### config.mk
export PLATFORM = sky130hd
export DESIGN_NAME = sbox_ran_prng
export DESIGN_NICKNAME = d
export VERILOG_FILES = /design/src/rtl/sbox_ran_prng.sv
export SDC_FILE = /design/constraint.sdc
export NUM_CORES = 1
export LEC_CHECK = 0
export CAP_MARGIN = 20
export CELL_PAD_IN_SITES_DETAIL_PLACEMENT = 2
export CELL_PAD_IN_SITES_GLOBAL_PLACEMENT = 2
export CORE_MARGIN = 8
export CORE_UTILIZATION = 38
export CTS_BUF_LIST = sky130_fd_sc_hd__clkbuf_16
export DETAILED_ROUTE_END_ITERATION = 8
export PLACE_DENSITY = 0.91
export SYNTH_ARGS = -nofsm -noshare
export SYNTH_HDL_FRONTEND = slang
export SYNTH_SLANG_ARGS = --single-unit
### constraint.sdc
create_clock -name clk -period 6 [get_ports clk]
set_input_delay 0.6 -clock clk [delete_from_list [all_inputs] [get_ports clk]]
set_output_delay 0.6 -clock clk [all_outputs]
set_load 0.05 [all_outputs]
### src/rtl/sbox_ran_prng.sv
// ---------------------------------------------------------------------------
// sbox_ran_prng
//
// Randomness source for the 2-share masked AES S-box. A 128-bit Fibonacci
// LFSR (taps 127,125,100,98) is seeded with four 32-bit beats, warmed up for
// WARMUP advances, and then delivers one fresh 30-bit word per consumed
// cycle. One "advance" is 30 LFSR steps unrolled into a single cycle.
//
// Parameters:
//   WARMUP      number of advances between the 4th seed beat and the first
//               valid word (legal 1..255)
//
// Ports:
//   clk         rising-edge clock
//   rst         synchronous active-high reset
//   seed_word   32-bit seed beat; the first beat ends up in s[127:96]
//   seed_valid  seed beat present
//   seed_ready  seed beat accepted this cycle (low only during warm-up)
//   ran_en      consumer takes the current word; LFSR advances (RUN only)
//   ran         registered 30-bit randomness word, 0 while ran_valid is low
//   ran_valid   ran holds a fresh word from a seeded, warmed-up LFSR
// ---------------------------------------------------------------------------
module sbox_ran_prng #(
   parameter int WARMUP = 16
) (
   input  logic        clk,
   input  logic        rst,
   input  logic [31:0] seed_word,
   input  logic        seed_valid,
   output logic        seed_ready,
   input  logic        ran_en,
   output logic [29:0] ran,
   output logic        ran_valid
);

   typedef enum logic [1:0] {
      IDLE,
      LOAD,
      WARM,
      RUN
   } state_t;

   localparam logic [7:0] WARM_LAST = 8'(WARMUP - 1);

   state_t       state;
   state_t       state_nxt;
   logic [127:0] s;
   logic [127:0] s_nxt;
   logic [127:0] s_adv;
   logic [127:0] s_shift;
   logic [29:0]  ran_nxt;
   logic         ran_valid_nxt;
   logic [2:0]   beat_cnt;
   logic [2:0]   beat_cnt_nxt;
   logic [7:0]   warm_cnt;
   logic [7:0]   warm_cnt_nxt;
   logic         accept;

   // Thirty LFSR steps chained combinationally. Bits fed back during the
   // chain only reach positions 0..29, so they never feed a tap within the
   // same advance; the low 30 bits of the result are the fresh word.
   function automatic logic [127:0] advance30(input logic [127:0] x);
      logic [127:0] y;
      y = x;
      for (int i = 0; i < 30; i++) begin
         y = {y[126:0], y[127] ^ y[125] ^ y[100] ^ y[98]};
      end
      return y;
   endfunction

   // Both candidate next states of the LFSR: one full advance, or a seed
   // beat shifted in from the bottom.
   assign s_adv   = advance30(s);
   assign s_shift = {s[95:0], seed_word};

   // Next-state logic. Seed acceptance takes priority over ran_en in RUN,
   // so a simultaneous consume and reseed never produces a word. The 4th
   // beat replaces an all-zero state with 1 so the LFSR cannot lock up.
   always_comb begin
      state_nxt     = state;
      s_nxt         = s;
      ran_nxt       = ran;
      ran_valid_nxt = ran_valid;
      beat_cnt_nxt  = beat_cnt;
      warm_cnt_nxt  = warm_cnt;
      seed_ready    = (state != WARM);
      accept        = seed_valid && (state != WARM);

      unique case (state)
         IDLE: begin
            if (accept) begin
               s_nxt        = s_shift;
               beat_cnt_nxt = 3'd1;
               state_nxt    = LOAD;
            end
         end
         LOAD: begin
            if (accept) begin
               s_nxt        = s_shift;
               beat_cnt_nxt = beat_cnt + 3'd1;
               if (beat_cnt == 3'd3) begin
                  if (s_shift == '0) begin
                     s_nxt = 128'h1;
                  end
                  warm_cnt_nxt = 8'd0;
                  state_nxt    = WARM;
               end
            end
         end
         WARM: begin
            s_nxt        = s_adv;
            warm_cnt_nxt = warm_cnt + 8'd1;
            if (warm_cnt == WARM_LAST) begin
               ran_nxt       = s_adv[29:0];
               ran_valid_nxt = 1'b1;
               state_nxt     = RUN;
            end
         end
         RUN: begin
            if (accept) begin
               s_nxt         = s_shift;
               beat_cnt_nxt  = 3'd1;
               ran_nxt       = '0;
               ran_valid_nxt = 1'b0;
               state_nxt     = LOAD;
            end else if (ran_en) begin
               s_nxt   = s_adv;
               ran_nxt = s_adv[29:0];
            end
         end
         default: begin
            state_nxt = IDLE;
         end
      endcase
   end

   // State register. Reset clears everything, discarding any partial seed
   // or warm-up, and returns to IDLE ready for a new seed.
   always_ff @(posedge clk) begin
      if (rst) begin
         state     <= IDLE;
         s         <= '0;
         ran       <= '0;
         ran_valid <= 1'b0;
         beat_cnt  <= 3'd0;
         warm_cnt  <= 8'd0;
      end else begin
         state     <= state_nxt;
         s         <= s_nxt;
         ran       <= ran_nxt;
         ran_valid <= ran_valid_nxt;
         beat_cnt  <= beat_cnt_nxt;
         warm_cnt  <= warm_cnt_nxt;
      end
   end

endmodule

* Yosys cells after proc, flatten, opt, wreduce, memory -nomap -nowiden *
Cells that the tools add are included.
W data, S select, Z words.

operators by class
  add/sub/neg operators = 2
  reductions and logical operators = 13
  bitwise gates (word level) = 90
  mux-type cells = 25
  equal/unequal tests = 13

operator list
  operator               number
  $mux W128              6
  $pmux W128 S4          1
  $logic_not A128 Y1     1
  $mux W30               3
  $xor A1 B1 Y1          90
  $pmux W30 S2           1
  $mux W8                2
  $pmux W8 S2            1
  $reduce_and A3 Y1      5
  $ne A2 B2 Y1 const B   6
  $add A8 B1 Y8 const B  1
  $eq A8 B4 Y1 const B   1
  $mux W2                4
  $mux W3                2
  $pmux W2 S3            1
  $pmux W3 S2            1
  $reduce_bool A2 Y1     3
  $eq A2 B2 Y1 const B   2
  $reduce_and A4 Y1      1
  $add A3 B1 Y3 const B  1
  $eq A3 B2 Y1 const B   1
  $ne A3 B3 Y1 const B   1
  $eq A2 B1 Y1 const B   1
  $logic_not A2 Y1       1
  other kinds (5)        6

storage, ports and cells
  flip-flop bits (word level) = 172
  word-level logic and storage cells = 149
  output and inout port bits = 32
  bits of input ports = 36

* Logic depth before layout (Yosys ltp) *
  depth after elaboration = 6
  depth in mapped cells = 10
  gate-level depth less buffers = 7

* Worst setup path after synthesis *
No wires, ideal clock.

  kind = register to register
  start = register state[0]
  end = register s[110]
  period minus slack after synthesis = 2.072 ns
  arrival = 1.994 ns
  cell stages (with the launch flop) = 11
  setup slack = 3.928 ns
  path buffers = 4
  required time = 5.922 ns
  setup time = 0.078 ns
  path through = dfxtp_1 inv_1 ha_1 nor2b_1 clkbuf_1 a21o_2 buf_2 buf_2 buf_1 nor2_1 nor3_1

on the way
  word-level cells in the longest chain between the ends = 4
  elaborated cells on any way between the ends = 12
  those cells by class = 7 x eq/ne; 2 x mux; 3 x reduce/logical

ends and longest elaborated chain
  element                                                    line  source
  start, declared                                            45    state_t state;
  start signal, assigned                                     148   state <= state_nxt;
  $ne A2 B2 Y1                                               87    accept = seed_valid && (state != WARM);
  $logic_and A1 B1 Y1                                        87
  $mux W128, or another cell as far along                    120   if (accept) begin
  $pmux W128 S4 / $reduce_and A3 Y1 (equally long branches)  n/a
  end signal, assigned                                       149   s <= s_nxt;
  end, declared                                              47    logic [127:0] s;

Several ways; a longest one is shown, not always the timed one.
A chain may end at the register's enable or synchronous reset.

* Worst setup path in the final report *
  start = register state[1]
  end = register s[21]

Same word-level chain as after synthesis.

==> impl_metrics.json <==
{
  "status": "finished, final reports clean",
  "rows": 52,
  "path_buf_inv": 2,
  "end_kind": "flip-flop",
  "final.setup_skew_ns": 0.0178,
  "antennaDiodeCount": 0,
  "syn_area_sq_um": 7840,
  "gr-usage-all-layers_pct": 28.0,
  "final_cells": 1222,
  "first_iter_violations": 1039,
  "die_width_microns": 160,
  "rsz0062_at_grt": "no",
  "startpoint_type": "flip-flop",
  "ys_ff_latch": 172,
  "p_leak_uw": 0.00315,
  "tns_ns": 0,
  "die_h_microns": 160,
  "fin_util_pct": 45.6,
  "drcViolationCount": 0,
  "ys_seq_area_share_pct": 43.9,
  "peakVddDrop_uv": 362,
  "timing.slew.headroom_pct": 26.0,
  "multi_input_area_sq_um": 4080,
  "crit_path_top_delay_cell": "buf_4",
  "cp.arrival_ns": 4.36,
  "core_sq_um": 20200,
  "cts_resized": 0,
  "totalWireLength_microns": 37500,
  "setup_violations": 0,
  "grt_max_degree": 129,
  "power_density_nw_per_um2": 697,
  "cts.clk_slew.worst_paths_ns": 0.07,
  "period_share_pct": 67.3,
  "mostFrequentLayoutCells": "dfxtp_1 (172), nor2_1 (143), a221oi_1 (127), nor3_1 (127), clkdlybuf4s50_1 (66)",
  "wl_per_cell_microns": 30.7,
  "area_growth_syn_to_layout_pct": 17.7,
  "slew_viol_final": 0,
  "worst-setup-path-type": "flip-flop to flip-flop",
  "maxCapViolations": 0,
  "worst_slew_pin_slew_ns": 1.11,
  "netlist_instances": 928,
  "cts_hold_buf": 0,
  "postRouteAntennaNets": 0,
  "vias_per_cell": 6.71,
  "cts_max_level": 4,
  "dieArea_sq_um": 25500,
  "gp_congestion": 0.785,
  "worst_path_largest_cell_delay_ns": 0.95,
  "regArea_sq_um": 3440,
  "fmax_ghz": 0.248,
  "cts_buffers": 17,
  "cts_num_sinks": 172,
  "final_hold_viol_count": 0,
  "crit_required_ns": 6.32,
  "crit_family": "buffers and inverters",
  "finalNetCount": 985,
  "cp_cell_sequence": "inv_1 -> ha_1 -> nor2_1 -> a21oi_4 -> buf_4 -> a221oi_1 -> nor3_1",
  "worstPathMaxFanout": 98,
  "synth_edf_count": 0,
  "ys_async_sr_fraction_pct": 0,
  "clockRootBuffer": "clkbuf_16",
  "num_vias": 8198,
  "grt_pass1_vias": 8730,
  "synth_nets": 973,
  "hp-class": "flip-flop to flip-flop",
  "synth.distinct_cells": 41,
  "clock_latency_ns": 0.45,
  "cts_setup_buffers": 0,
  "synthFlopType": "dfxtp_1",
  "grt_overflow": 0,
  "io_pins": 68,
  "firstDrtPassIters": 6,
  "layout_commonest_cell": "dfxtp_1",
  "dp_cells": 1189,
  "ys_warn_count": 0,
  "fin_crit_ns": 4.04,
  "max-clock-path-buffers": 2,
  "start_util_pct": 38.7,
  "syn_area_per_cell_sq_um": 8.45,
  "drive_gt1_share_pct": 5.15,
  "port_buffers": 67,
  "cts_tree": "built",
  "antenna_found_initial": 0,
  "grt_pass1_wl_microns": 56100,
  "hpwl_microns": 21100,
  "fillers": 2149
}
-- worst paths after layout --
path	cells after the start	endpoint	slack, ns	startpoint
setup / recovery	7	s[21]$_SDFFE_PP0P_	1.96	state[1]$_SDFFE_PP0P_
hold / removal	2	ran[1]$_SDFFE_PP0P_	0.47	ran[1]$_SDFFE_PP0P_
setup reg to reg	7	s[21]$_SDFFE_PP0P_	1.96	state[1]$_SDFFE_PP0P_
hold reg to reg	2	ran[1]$_SDFFE_PP0P_	0.47	ran[1]$_SDFFE_PP0P_
-- cell families after synthesis --
| logic type | Yosys count | share of synthesized area (%) |
|---|---|---|
| flip-flops | 172 | 43.9 |
| adder cells (fa/ha/maj) | 9 | 1.44 |
| XOR/XNOR | 67 | 7.49 |
| buffers and inverters | 93 | 4.52 |
| AND/OR/NAND/NOR | 401 | 24.0 |
| multiplexers | 1 | 0.128 |
| AO/OA/AOI/OAI | 185 | 18.5 |
-- metal layers --
layer / track usage, % / part of all wire (%) / routed length, microns / vias to the layer above
met4: 14.1 / 4.5 / 1690 / 0
met3: 6.45 / 6.9 / 2610 / 126
met5: 0 / 0 / 0 / -
li1: - / - / - / 3467
met1: 33.6 / 40 / 14900 / 4218
met2: 46.4 / 49 / 18300 / 387
-- stage by stage --
| stage | area [sq um] | power [uW] | worst slack [ns] | hold slack (ns) |
|---|---|---|---|---|
| 4_1_cts | 9190 | 6290 | 2.27 | 0.469 |
| 5_1_grt | 9230 | 6670 | 2.01 | 0.485 |
| 3_3_place_gp | 8640 | 4820 | 2.47 | 0.440 |
| 6_report | 9230 | 6430 | 1.96 | 0.468 |
| 2_1_floorplan | 7840 | 3940 | 3.93 | 0.450 |
| 3_5_place_dp | 8640 | 4980 | 2.37 | 0.456 |
-- cells in the mapped netlist, types with 2 or more instances --
library cell | n | share of area, %
nand2b_1 | 4 | 0.32
a22oi_1 | 2 | 0.19
a221oi_1 | 127 | 14
o21ai_0 | 8 | 0.51
nor2b_1 | 2 | 0.16
xor2_1 | 29 | 3.2
dfxtp_1 | 172 | 44
nor2_1 | 144 | 6.9
nand3_1 | 33 | 2.1
nor3_1 | 127 | 8.1
clkbuf_1 | 71 | 3.4
nand4_1 | 10 | 0.80
ha_1 | 9 | 1.4
nor4_1 | 31 | 2.5
nand2_1 | 37 | 1.8
buf_2 | 4 | 0.26
xnor2_1 | 38 | 4.2
inv_1 | 9 | 0.43
or3_1 | 2 | 0.16
buf_1 | 9 | 0.43
a21oi_1 | 39 | 2.5
nand4b_1 | 2 | 0.22
-- state kept, by name, indices dropped and copies added, names as in the netlist --
signal,count
state,2
ran,30
beat_cnt,3
warm_cnt,8
ran_valid,1
s,128
-- report_power, final --
group | switching, uW | internal [uW]
Clock | 527 | 571
Sequential | 654 | 1550
Combinational | 2110 | 1020
Total | 3290 | 3140
-- final cells by class --
cell class              instances  share of cell area (%)
well taps                     270                    3.66
flip-flops and latches        172                    37.3
multi-input cells             663                    44.2
clock buffers                  17                    4.61
repair buffers                 77                    8.49
inverters                       9                   0.366
clock inverters                14                    1.34
-- worst reg2reg max path, delay by kind of cell, from the launching register on --
family,cells,cell delay (ns)
AND/OR/NAND/NOR,2,0.65
adder cells (fa/ha/maj),1,0.59
buffers and inverters,2,1.14
flip-flops,1,0.38
AO/OA/AOI/OAI,2,1.16
No activity file was read; power rests on OpenSTA's default activity.
